$ cat config.mk
export PLATFORM = sky130hd
export DESIGN_NAME = uart_rx_core
export DESIGN_NICKNAME = d
export VERILOG_FILES = /design/src/rtl/uart_rx_core.sv
export SDC_FILE = /design/constraint.sdc
export NUM_CORES = 1
export LEC_CHECK = 0
export ABC_AREA = 1
export CAP_MARGIN = 25
export CORE_MARGIN = 3
export CORE_UTILIZATION = 52
export DETAILED_ROUTE_END_ITERATION = 7
export PLACE_DENSITY = 0.85
export SYNTH_ARGS = -nofsm -noshare
export SYNTH_HDL_FRONTEND = slang
export SYNTH_SLANG_ARGS = --single-unit
$ cat constraint.sdc
create_clock -name clk -period 2.2 [get_ports clk]
set_input_delay 0.22 -clock clk [delete_from_list [all_inputs] [get_ports clk]]
set_output_delay 0.22 -clock clk [all_outputs]
set_load 0.05 [all_outputs]
$ cat src/rtl/uart_rx_core.sv
// UART receiver: 2-flop synchronizer, oversampled 3-sample majority bit recovery,
// configurable data/parity/stop framing, and a show-ahead receive FIFO with overrun flag.
module uart_rx_core #(
  parameter int DATA_BITS  = 8,
  parameter int OVERSAMPLE = 16,
  parameter int PARITY_EN  = 0,
  parameter int PARITY_ODD = 0,
  parameter int STOP_BITS  = 1,
  parameter int FIFO_DEPTH = 4
) (
  input  logic                             clk,
  input  logic                             reset,
  input  logic                             baud_tick,
  input  logic                             rx,
  output logic [DATA_BITS-1:0]             rx_data,
  output logic                             rx_frame_err,
  output logic                             rx_parity_err,
  output logic                             rx_valid,
  input  logic                             rx_ready,
  output logic                             overrun,
  output logic [$clog2(FIFO_DEPTH+1)-1:0]  fifo_count,
  output logic                             busy
);

  localparam int TCW = $clog2(OVERSAMPLE);
  localparam int BCW = $clog2(DATA_BITS);
  localparam int AW  = $clog2(FIFO_DEPTH);
  localparam int CW  = $clog2(FIFO_DEPTH + 1);
  localparam int WW  = DATA_BITS + 2;

  localparam logic [TCW-1:0] TC_S0    = TCW'(OVERSAMPLE / 2 - 1);
  localparam logic [TCW-1:0] TC_S1    = TCW'(OVERSAMPLE / 2);
  localparam logic [TCW-1:0] TC_DEC   = TCW'(OVERSAMPLE / 2 + 1);
  localparam logic [TCW-1:0] TC_LAST  = TCW'(OVERSAMPLE - 1);
  localparam logic [BCW-1:0] LAST_DAT = BCW'(DATA_BITS - 1);
  localparam logic [BCW-1:0] LAST_STP = BCW'(STOP_BITS - 1);
  localparam logic [CW-1:0]  FULL_CNT = CW'(FIFO_DEPTH);

  typedef enum logic [2:0] {
    S_IDLE, S_START, S_DATA, S_PARITY, S_STOP, S_WAIT_IDLE
  } state_t;

  function automatic logic f_majority(input logic a, input logic b, input logic c);
    return (a & b) | (a & c) | (b & c);
  endfunction

  logic                 r_rx_meta, r_rx_s;
  state_t               r_state, w_state_nxt;
  logic [TCW-1:0]       r_tc;
  logic [BCW-1:0]       r_bitcnt;
  logic                 r_frame_err, r_par_err;
  logic                 r_s0, r_s1;
  logic [DATA_BITS-1:0] r_shift;
  logic [WW-1:0]        r_mem [FIFO_DEPTH];
  logic [AW-1:0]        r_wr_ptr, r_rd_ptr;
  logic [CW-1:0]        r_count;
  logic                 r_overrun;

  logic          w_maj, w_dec, w_wrap, w_push, w_frame_err_fin;
  logic          w_pop, w_full, w_wr;
  logic [WW-1:0] w_head;

  always_ff @(posedge clk or negedge reset) begin
    if (!reset) begin
      r_rx_meta <= 1'b1;
      r_rx_s    <= 1'b1;
    end else begin
      r_rx_meta <= rx;
      r_rx_s    <= r_rx_meta;
    end
  end

  // The third sample is the live synchronized line at the decision tick.
  assign w_maj           = f_majority(r_s0, r_s1, r_rx_s);
  assign w_dec           = baud_tick && (r_tc == TC_DEC);
  assign w_wrap          = baud_tick && (r_tc == TC_LAST);
  assign w_frame_err_fin = r_frame_err | ~w_maj;

  always_ff @(posedge clk or negedge reset) begin
    if (!reset) r_state <= S_IDLE;
    else        r_state <= w_state_nxt;
  end

  always_comb begin
    w_state_nxt = r_state;
    w_push      = 1'b0;
    case (r_state)
      S_IDLE:   if (baud_tick && !r_rx_s) w_state_nxt = S_START;
      S_START: begin
        if (w_dec && w_maj) w_state_nxt = S_IDLE;
        else if (w_wrap)    w_state_nxt = S_DATA;
      end
      S_DATA:   if (w_wrap && r_bitcnt == LAST_DAT)
                  w_state_nxt = (PARITY_EN != 0) ? S_PARITY : S_STOP;
      S_PARITY: if (w_wrap) w_state_nxt = S_STOP;
      // Frame ends at the last stop decision so a back-to-back start is not missed.
      S_STOP: begin
        if (w_dec && r_bitcnt == LAST_STP) begin
          w_push      = 1'b1;
          w_state_nxt = w_frame_err_fin ? S_WAIT_IDLE : S_IDLE;
        end
      end
      S_WAIT_IDLE: if (baud_tick && r_rx_s) w_state_nxt = S_IDLE;
      default:  w_state_nxt = S_IDLE;
    endcase
  end

  always_ff @(posedge clk or negedge reset) begin
    if (!reset) begin
      r_tc        <= '0;
      r_bitcnt    <= '0;
      r_frame_err <= 1'b0;
      r_par_err   <= 1'b0;
    end else if (baud_tick) begin
      if (r_state == S_IDLE || r_state == S_WAIT_IDLE) begin
        r_tc        <= '0;
        r_bitcnt    <= '0;
        r_frame_err <= 1'b0;
        r_par_err   <= 1'b0;
      end else begin
        r_tc <= w_wrap ? '0 : r_tc + 1'b1;
        if (w_wrap && r_state == S_DATA)
          r_bitcnt <= (r_bitcnt == LAST_DAT) ? '0 : r_bitcnt + 1'b1;
        else if (w_wrap && r_state == S_STOP)
          r_bitcnt <= r_bitcnt + 1'b1;
        if (w_dec && r_state == S_PARITY)
          r_par_err <= (PARITY_EN != 0) && ((^r_shift) ^ w_maj ^ (PARITY_ODD != 0));
        if (w_dec && r_state == S_STOP)
          r_frame_err <= w_frame_err_fin;
      end
    end
  end

  always_ff @(posedge clk) begin
    if (baud_tick && r_tc == TC_S0) r_s0 <= r_rx_s;
    if (baud_tick && r_tc == TC_S1) r_s1 <= r_rx_s;
    if (w_dec && r_state == S_DATA) r_shift <= {w_maj, r_shift[DATA_BITS-1:1]};
    if (w_wr) r_mem[r_wr_ptr] <= {r_shift, w_frame_err_fin, r_par_err};
  end

  // Receive FIFO: a full push is admitted only when a pop frees the head slot.
  assign w_pop  = rx_valid && rx_ready;
  assign w_full = (r_count == FULL_CNT);
  assign w_wr   = w_push && (!w_full || w_pop);

  always_ff @(posedge clk or negedge reset) begin
    if (!reset) begin
      r_wr_ptr  <= '0;
      r_rd_ptr  <= '0;
      r_count   <= '0;
      r_overrun <= 1'b0;
    end else begin
      r_overrun <= w_push && w_full && !w_pop;
      if (w_wr)  r_wr_ptr <= r_wr_ptr + 1'b1;
      if (w_pop) r_rd_ptr <= r_rd_ptr + 1'b1;
      if (w_wr && !w_pop)      r_count <= r_count + 1'b1;
      else if (!w_wr && w_pop) r_count <= r_count - 1'b1;
    end
  end

  assign w_head        = r_mem[r_rd_ptr];
  assign rx_valid      = (r_count != '0);
  assign rx_data       = rx_valid ? w_head[WW-1:2] : '0;
  assign rx_frame_err  = rx_valid & w_head[1];
  assign rx_parity_err = rx_valid & w_head[0];
  assign overrun       = r_overrun;
  assign fifo_count    = r_count;
  assign busy          = (r_state != S_IDLE);

endmodule

==> impl_metrics.tcl <==
set metrics [dict create \
    switching_share 0.408 \
    critical_path_class "reg2reg" \
    finalMaxSlewViolations 0 \
    htree_levels 3 \
    final.setup.worst_slack_ns 0.0940 \
    dominantRegCellSynth "edfxtp_1" \
    globalRoute.totalOverflow 0 \
    post-layout-total-power_mw 5.23 \
    setup.worst_path.start_class "register" \
    die_ar_sq_mm 0.00674 \
    signed_area_change_from_the_synthesized_netlist_to_the_final_layout_pct 25.1 \
    vias 2054 \
    final_nets 335 \
    slowest_stage "dfrtp_2" \
    synth-edff-count 46 \
    synth_cell_type_count 35 \
    max_freq_mhz 475 \
    critical_path.top_delay_family "adder cells" \
    clkLatencyLatePin_ns 0.33 \
    synthesis.nets 293 \
    initial_utilization 0.544 \
    detail_route.wl_per_cell_um 14.3 \
    async_flop_share 0.313 \
    hold_path.class "in2async" \
    power_report.internal_total_mw 3.10 \
    chipHeight_um 82.1 \
    worst_clock_skew_ns 0.0127 \
    clkTransAtPathRegs_ns 0.07 \
    ir_drop_v 0.000956 \
    io_buffer_count 19 \
    p_sw_mw 2.13 \
    placementRows 27 \
    utilization 0.680 \
    slew_at_the_pin_closest_to_its_max_slew_limit_ns 0.504 \
    worst_setup_path_start "fifo_count[0]$_DFFE_PN0P_" \
    ys.warnings.count 0 \
    overall_fraction_of_global_route_tracks_in_use 0.183 \
    routed_via_density 5.20 \
    fp.coreArea_sq_mm 0.00554 \
    final_hold_viol_count 0 \
    grt_pass1_vias 2024 \
    ys_seq_area_frac 0.634 \
    drtAntennaViolNets 0 \
    synth_area_sq_mm 0.00301 \
    global_route_wire_length_before_repair_um 9040 \
    timing.critical_path.fanout_max 4 \
    path_cells "nor2_2 > nand3_2 > nand4_4 > clkinv_2 > ha_2 > inv_2 > fa_2 > mux2_2" \
    pin_count_of_the_biggest_net_entering_global_routing 22 \
    comb_power_share 0.477 \
    clock_sinks 67 \
    cp_num_buf_inv 2 \
    tritoncts "done" \
    ys_seq_elements 67 \
    clk_root_buffer_cell "clkbuf_8" \
    worst_hold_slack_ns 0.230 \
    syn_inst 276 \
    critical_path.endpoint_type "register" \
    critical_path.reg2reg.startpoint "fifo_count[0]$_DFFE_PN0P_" \
    cts_max_path_bufs 2 \
    drt-total-wl_um 5650 \
    cts.hold.buffers_added 0 \
    rsz0062_at_grt "false" \
    worst_slew_margin_rel 0.663 \
    pwr-share-seq 0.310 \
    drc 0 \
    pre_cts_slack_ns -0.126 \
    place.gp.congestion 0.824 \
    setup_viol_count_final 0 \
    drtPass1Iterations 5 \
    max_cap_viol_count 0 \
    power-per-cell-area_mw_per_mm2 1390 \
    post_cts_buffers 0 \
    clkPwrFrac 0.214 \
    die_w_um 82.1 \
    synthesis.area_per_instance_sq_um 10.9 \
    num_io_pins 21 \
    status "completed" \
    p_leak_nw 1.54 \
    required_time_at_the_worst_slack_endpoint_ns 2.41 \
    antenna_found_initial 0 \
    post_route_cells_drive_above_1_share 0.235 \
    min_period_ns 2.11 \
    arrival_ns 2.32 \
    detailedRoute.firstIterationViolations 194 \
    min_period_over_period 0.957 \
    dpl.hpwl_um 3780 \
    slowest_delay_ns 0.45 \
    antennaDiodeCount 0 \
    cts-buffers-inserted 9 \
    fillCellCount 382 \
]
## worst register-to-register path: cells and delay by family, from the launching register on
kind | cells | cell delay, ns
and+or+nand+nor | 3 | 0.50
buffers and inverters | 2 | 0.15
muxes | 1 | 0.28
DFF | 1 | 0.45
adders and majority gates | 2 | 0.62
## synthesized netlist by cell type (2+ instances only)
cell type   n  share of area
xor2_1      4          0.012
nor2_1     49          0.061
nor2_4      2         0.0075
dfstp_2     2          0.017
nor2_2      2         0.0042
nor3_1      3         0.0050
o21ai_1     4         0.0066
clkinv_1    2         0.0025
clkbuf_1    3         0.0037
inv_2       2         0.0025
o21ai_0    23          0.038
dfrtp_1    19           0.16
edfxtp_1   46           0.46
ha_1       11          0.046
a21oi_1    14          0.023
nand2_2     3         0.0062
nand3_1    11          0.018
inv_1      28          0.035
nand2_1    32          0.040
## final cells by class
class	instances	area [sq um]	share of cell area
Inverter	33	130	0.0345
Multi-Input combinational cell	170	995	0.264
Timing Repair Buffer	37	415	0.110
Tap cell	72	90.1	0.0239
Sequential cell	67	1910	0.508
Clock inverter	7	98.8	0.0262
Clock buffer	9	124	0.0329
## sequential cells by signal, summed over array words and instances, names as in the netlist
name and flops:
fifo_count 3, r_rd_ptr 2, r_state 3, r_shift 8, r_frame_err 1, r_mem 36
r_bitcnt 3, r_s1 1, overrun 1, r_wr_ptr 2, r_s0 1, r_tc 4
r_rx_meta 1, r_rx_s 1
## logic make-up (layout without fill, tap and decap cells)
family,count (synthesis),after routing,share of synthesized area
AND/OR/NAND/NOR,107,107,0.162
flip-flops,67,67,0.634
AO/OA/AOI/OAI,44,44,0.0785
buffers and inverters,39,86,0.0532
adder cells (fa/ha/maj),12,12,0.0523
XOR/XNOR,5,5,0.0145
other,1,1,0.00125
multiplexers,1,1,0.00374
## layout by cell type, fill, tap and decap left out, types with 3 or more instances in the layout
cell	instances
inv_1	26
buf_4	18
clkdlybuf4s50_1	10
buf_12	9
inv_2	4
a21oi_1	13
nor3_1	3
nor2_4	3
xor2_1	4
clkbuf_8	9
dfrtp_2	4
nand2_1	31
o21ai_0	22
nand2_2	3
o21ai_1	5
nand3_1	10
nor2_2	3
dfrtp_1	15
edfxtp_1	46
nor2_1	47
ha_1	9
## path summary, 6_finish.rpt
kind	to	slack (ns)	depth (start not counted)
worst min-delay path	r_tc[3]$_DFFE_PN0P_	0.23	2
min in group clk	r_rx_meta$_DFF_PN1_	0.30	1
max in group asynchronous	r_rx_meta$_DFF_PN1_	1.69	2
worst max register to register	fifo_count[1]$_DFFE_PN0P_	0.09	8
worst min register to register	r_rx_s$_DFF_PN1_	0.35	0
worst max-delay path	fifo_count[1]$_DFFE_PN0P_	0.09	8
## power by group through the flow
stage | registers [mW] | logic [mW] | clock network, mW
finish | 1.62 | 2.49 | 1.12
detailed placement | 1.64 | 2.46 | 0
floorplan | 1.67 | 1.41 | 0
global placement | 1.62 | 2.38 | 0
CTS | 1.61 | 2.48 | 1.14
global route | 1.64 | 2.67 | 1.19
## stage by stage
stage	instances	TNS [ns]	area, sq um
6_report	395	0	3770
5_1_grt	395	0	3770
4_1_cts	395	-0.00889	3730
3_5_place_dp	379	-0.180	3500
3_3_place_gp	379	-0.0616	3500
2_1_floorplan	276	0	3030
## metal layers
| layer | vias up | GRT usage | routed length [um] |
|---|---|---|---|
| li1 | 1000 | - | - |
| met1 | 985 | 0.215 | 2300 |
| met2 | 61 | 0.325 | 2980 |
| met3 | 8 | 0.0325 | 296 |
| met4 | 0 | 0.0880 | 74 |
| met5 | - | 0 | 0 |
## what timing repair did
action,4_1_cts,5_1_grt
resized for setup,2,10
hold endpoints to repair,0,0
pin swaps,0,4
endpoints found under the setup margin,6,2
Note: power is estimated with default switching activity, not from simulation.
==> RTL change 1, RTL diff (config.mk and constraints unchanged) <==
Set the parameter `PARITY_EN` to 1 (it was 0).
--- a/src/rtl/uart_rx_core.sv
+++ b/src/rtl/uart_rx_core.sv
@@ -5,3 +5,3 @@
   parameter int OVERSAMPLE = 16,
-  parameter int PARITY_EN  = 0,
+  parameter int PARITY_EN  = 1,
   parameter int PARITY_ODD = 0,
Function: no difference found for any inputs over 10 cycles, from zero or initial values and one cycle with reset low; that may be too few to reach the edited logic, so the function may still have changed.
==> RTL change 1 against the unedited design <==
Area after synthesis grew 12%; sequential power grew 6%; wire length grew 21%; sequential cell count grew 5; worst setup slack lost 80 ps; design area grew 11%; clock power shrank 19%; total power grew 2.1%; critical endpoint is now fifo_count[2]; largest cell class unchanged.
==> RTL change 1: results (changes against the unedited design) <==
Post-Layout Cell Count=479 (was 395); DR vias/cell=5.21 (was 5.20); post-synth cell types=29 (was 35); run status=complete, no violations (unchanged); Fin Clk Skew=8.92 ps (was 12.7 ps); Worst Path Arrival=2410 ps (was 2320 ps); EDFF count, synth=50 (was 46); Synth Net Count=366 (was 293); DP Cell Count=455 (was 379); IO Port Bufs=20 (was 19); Syn Inst Count=349 (was 276); top post-synthesis cells by area=edfxtp_1 (44%), dfrtp_1 (15%), nand2_1 (8.7%) (was edfxtp_1 (46%), dfrtp_1 (16%), nor2_1 (6.1%)); Slew HR=66.2% (was 66.3%); Post-synth ARST share=30.6% (was 31.3%); switching power of the nets=2.26 mW (was 2.13 mW); initial DRC count=160 (was 194); Max VDD drop=1.38 mV (was 0.956 mV); detailed placement HPWL=4.76 mm (was 3.78 mm); Layout Nets=416 (was 335); RePlAce Congestion=0.899 (was 0.824); FF-to-FF setup slack=10 ps (was 90 ps); Total Routed Length=6.82 mm (was 5.65 mm); leak pwr=1.79 nW (was 1.54 nW); Worst path slowest cell=dfrtp_1 (was dfrtp_2); gr usage total=20.2% (was 18.3%); largest net degree at the start of global routing=23 (was 22); CP max stage delay=400 ps (was 450 ps); Largest regs=r_mem: 40 flops, r_shift: 8 flops, r_tc: 4 flops (was r_mem: 36 flops, r_shift: 8 flops, r_tc: 4 flops)
[RTL change 1: cell type report]
class                   instances  area (um2)
clock buffers                  10         128
clock inverters                 6        43.8
fillers                       425        1920
inverters                      42         164
multi-input cells             227        1180
flip-flops and latches         72        2060
well taps                      75        93.8
repair buffers                 47         503
[RTL change 1: power groups by stage]
stage | sequential [mW] | clock, mW | combinational (mW)
5_1_grt | 1.73 | 0.990 | 2.94
3_5_place_dp | 1.73 | 0 | 2.66
2_1_floorplan | 1.78 | 0 | 1.51
4_1_cts | 1.70 | 0.927 | 2.70
3_3_place_gp | 1.72 | 0 | 2.57
6_report | 1.71 | 0.905 | 2.73
[RTL change 1: kinds of logic after synthesis]
logic type / after synthesis / share of synthesized area, %
fa+ha+maj: 12 / 4.66
mux: 1 / 0.333
buf+inv: 50 / 5.70
simple gates: 159 / 19.5
flops: 72 / 60.7
compound gates: 49 / 7.55
xor+xnor: 6 / 1.55
[RTL change 1: path summary, 6_finish.rpt]
check	cells after the start	start	to
max in group asynchronous	2	reset	r_rx_s
worst min register to register	0	r_rx_meta	r_rx_s
worst max-delay path	14	r_tc[1]	fifo_count[2]
min in group clk	1	rx	r_rx_meta
worst max register to register	14	r_tc[1]	fifo_count[2]
worst min-delay path	2	reset	r_tc[2]
[RTL change 1: through the flow]
stage	hold WS (ps)	setup TNS, ps	area [um2]
final	235	0	4170
after floorplan	-75.6	-62.8	3390
after CTS	232	0	4130
after global routing	254	-630	4170
after detailed placement	350	-359	3890
after global placement	346	-159	3890
[RTL change 1: layer usage]
metal | global-route usage (%) | part of all wire (%) | vias up
li1 | - | - | 1233
met1 | 24.3 | 40 | 1195
met2 | 35.3 | 54 | 58
met3 | 3.99 | 4.4 | 8
met4 | 8.36 | 1.4 | 0
met5 | 0 | 0 | -
[RTL change 1: timing repair]
item	in CTS	in global routing
cloned	0	0
endpoints found under the setup margin	2	12
pin swaps	4	3
setup buffers	5	3
resized for setup	8	5
==> RTL change 2, RTL diff (same settings) <==
Made on the original files. Remove the register `r_overrun`: a continuous assignment takes its place, so the output `overrun` follows one clock earlier.
--- a/src/rtl/uart_rx_core.sv
+++ b/src/rtl/uart_rx_core.sv
@@ -150,5 +150,3 @@
       r_count   <= '0;
-      r_overrun <= 1'b0;
     end else begin
-      r_overrun <= w_push && w_full && !w_pop;
       if (w_wr)  r_wr_ptr <= r_wr_ptr + 1'b1;
@@ -159,2 +157,4 @@
   end
+
+  assign r_overrun = w_push && w_full && !w_pop;
 
Behaviour: no difference found for any inputs over 10 cycles, from zero or initial values and one cycle with reset low; that may be too few to reach the edited logic, so the function may still have changed.
==> RTL change 2 against the unedited design <==
Hold slack worse by 28 ps; clock skew shrank 7.7 ps; sequential cell count down 1; total power shrank 1.0%; largest cell class unchanged; area after synthesis is 0.83% lower; design area is 0.63% lower; worst setup slack better by 34 ps; wire length down 3.4%; utilization grew 2.2 points.
==> RTL change 2: results (changes against the unedited design) <==
run status=complete, no violations (unchanged); Worst-Margin Slew=500 ps (was 504 ps); top post-synthesis cells by area=edfxtp_1 (46%), dfrtp_1 (15%), nor2_1 (6.2%) (was edfxtp_1 (46%), dfrtp_1 (16%), nor2_1 (6.1%)); worst slack at placement=-114 ps (was -126 ps); EDFF count, synth=46 (unchanged); IO Port Bufs=19 (unchanged); Synth Net Count=292 (was 293); Max VDD drop=0.803 mV (was 0.956 mV); Largest regs=r_mem: 36 flops, r_shift: 8 flops, r_tc: 4 flops (unchanged); Worst-Skew Late Latency=330 ps (about the same); CTS max path bufs=2 (unchanged); share of cells above drive strength 1=22.4% (was 23.5%); DP Cell Count=376 (was 379); switching power of the nets=2.10 mW (was 2.13 mW); number of antenna diodes=0 (unchanged); sequential element share of the synthesized area=63.1% (was 63.4%); Worst Path Arrival=2280 ps (was 2320 ps); CTS H-tree lvls=3 (unchanged); largest net degree at the start of global routing=22 (unchanged); detailed placement HPWL=3.80 mm (was 3.78 mm); Post-Layout Cell Count=392 (was 395); Setup crit start=r_tc[1] (was fifo_count[0]); initial DRC count=88 (was 194); RePlAce Congestion=0.831 (was 0.824); setup bufs post-CTS=0 (unchanged); first-pass GRT wire length=8.93 mm (was 9.04 mm); syn_area_per_cell=10.9 um2 (about the same); post-detailed-route wirelength per cell=13.9 um (was 14.3 um); initial antenna violation count=0 (unchanged); cts bufs inserted=9 (unchanged); DR vias/cell=5.17 (was 5.20); Layout Nets=334 (was 335); leak pwr=1.52 nW (was 1.54 nW); Fin Clk Skew=4.97 ps (was 12.7 ps); DR pass1 iterations=4 (was 5); gr usage total=18.3% (about the same); vias in the first global route=1972 (was 2024); Max FO, Critical Path=3 (was 4); Reg clk slew, reported paths=70 ps (about the same); top post-synthesis cells by count=nor2_1 (49), edfxtp_1 (46), nand2_1 (32), inv_1 (28), o21ai_0 (23) (unchanged); root buf cell=clkbuf_8 (unchanged); Synthesis Warnings=0 (unchanged); Post-synth ARST share=30.3% (was 31.3%); post-synth cell types=35 (unchanged)
## RTL change 2: through the flow
stage | instance area (um2) | hold slack, ps
4_1_cts | 3710 | 196
3_5_place_dp | 3480 | 350
2_1_floorplan | 3010 | -75.6
5_1_grt | 3740 | 201
6_report | 3740 | 202
3_3_place_gp | 3480 | 350
## RTL change 2: area by class of cell
cell class | instances | area [um2]
Sequential cell | 66 | 1890
Fill cell | 373 | 1590
Multi-Input combinational cell | 170 | 998
Timing Repair Buffer | 37 | 425
Inverter | 33 | 126
Clock buffer | 9 | 124
Clock inverter | 7 | 92.6
Tap cell | 70 | 87.6
## RTL change 2: worst max-delay path: stages, from the launching register on
cell and delay (ps):
dfrtp_1 390, inv_2 80, ha_4 140, nand4_4 90, nor2_4 140, nand4_4 90
clkinv_2 70, ha_1 130, inv_1 60, fa_1 380, a21oi_1 140, o21ai_1 80
xor2_1 140
## RTL change 2: layer usage
layer  vias up  wire length (um)  track usage [%]  share of wire [%]
li1        997                 -                -                  -
met1       967              2250             21.1                 41
met2        53              2840             31.7                 52
met3         9               276             4.71                5.1
met4         0                84             8.64                1.5
met5         -                 0                0                  0
## RTL change 2: kinds of logic (layout without fill, tap and decap cells)
kind of cell	count (synthesis)	after routing	synth area share, %
AND/OR/NAND/NOR	107	107	16.4
flip-flops	66	66	63.1
AO/OA/AOI/OAI	44	44	7.92
buffers and inverters	39	86	5.36
adder cells (fa/ha/maj)	12	12	5.28
XOR/XNOR	5	5	1.47
other	1	1	0.126
multiplexers	1	1	0.377
## RTL change 2: path summary, 6_finish.rpt
path	cells after the start	endpoint	slack, ps
setup reg to reg	12	fifo_count[2]	130
hold / removal	1	r_tc[1]	200
max in group asynchronous	2	r_rd_ptr[0]	1450
min in group clk	1	r_rx_meta	290
setup / recovery	12	fifo_count[2]	130
hold reg to reg	0	r_rx_s	360
## RTL change 2: power groups by stage
stage	Clock (mW)	Combinational, mW	Sequential, mW
floorplan	0	1.40	1.65
global placement	0	2.39	1.60
detailed placement	0	2.46	1.62
CTS	1.10	2.47	1.59
global route	1.17	2.67	1.63
finish	1.08	2.49	1.61
## RTL change 2: timing repair
item | in CTS | in global routing
gates resized for setup | 2 | 8
endpoints found under the setup margin | 7 | 2
pin swaps | 2 | 1
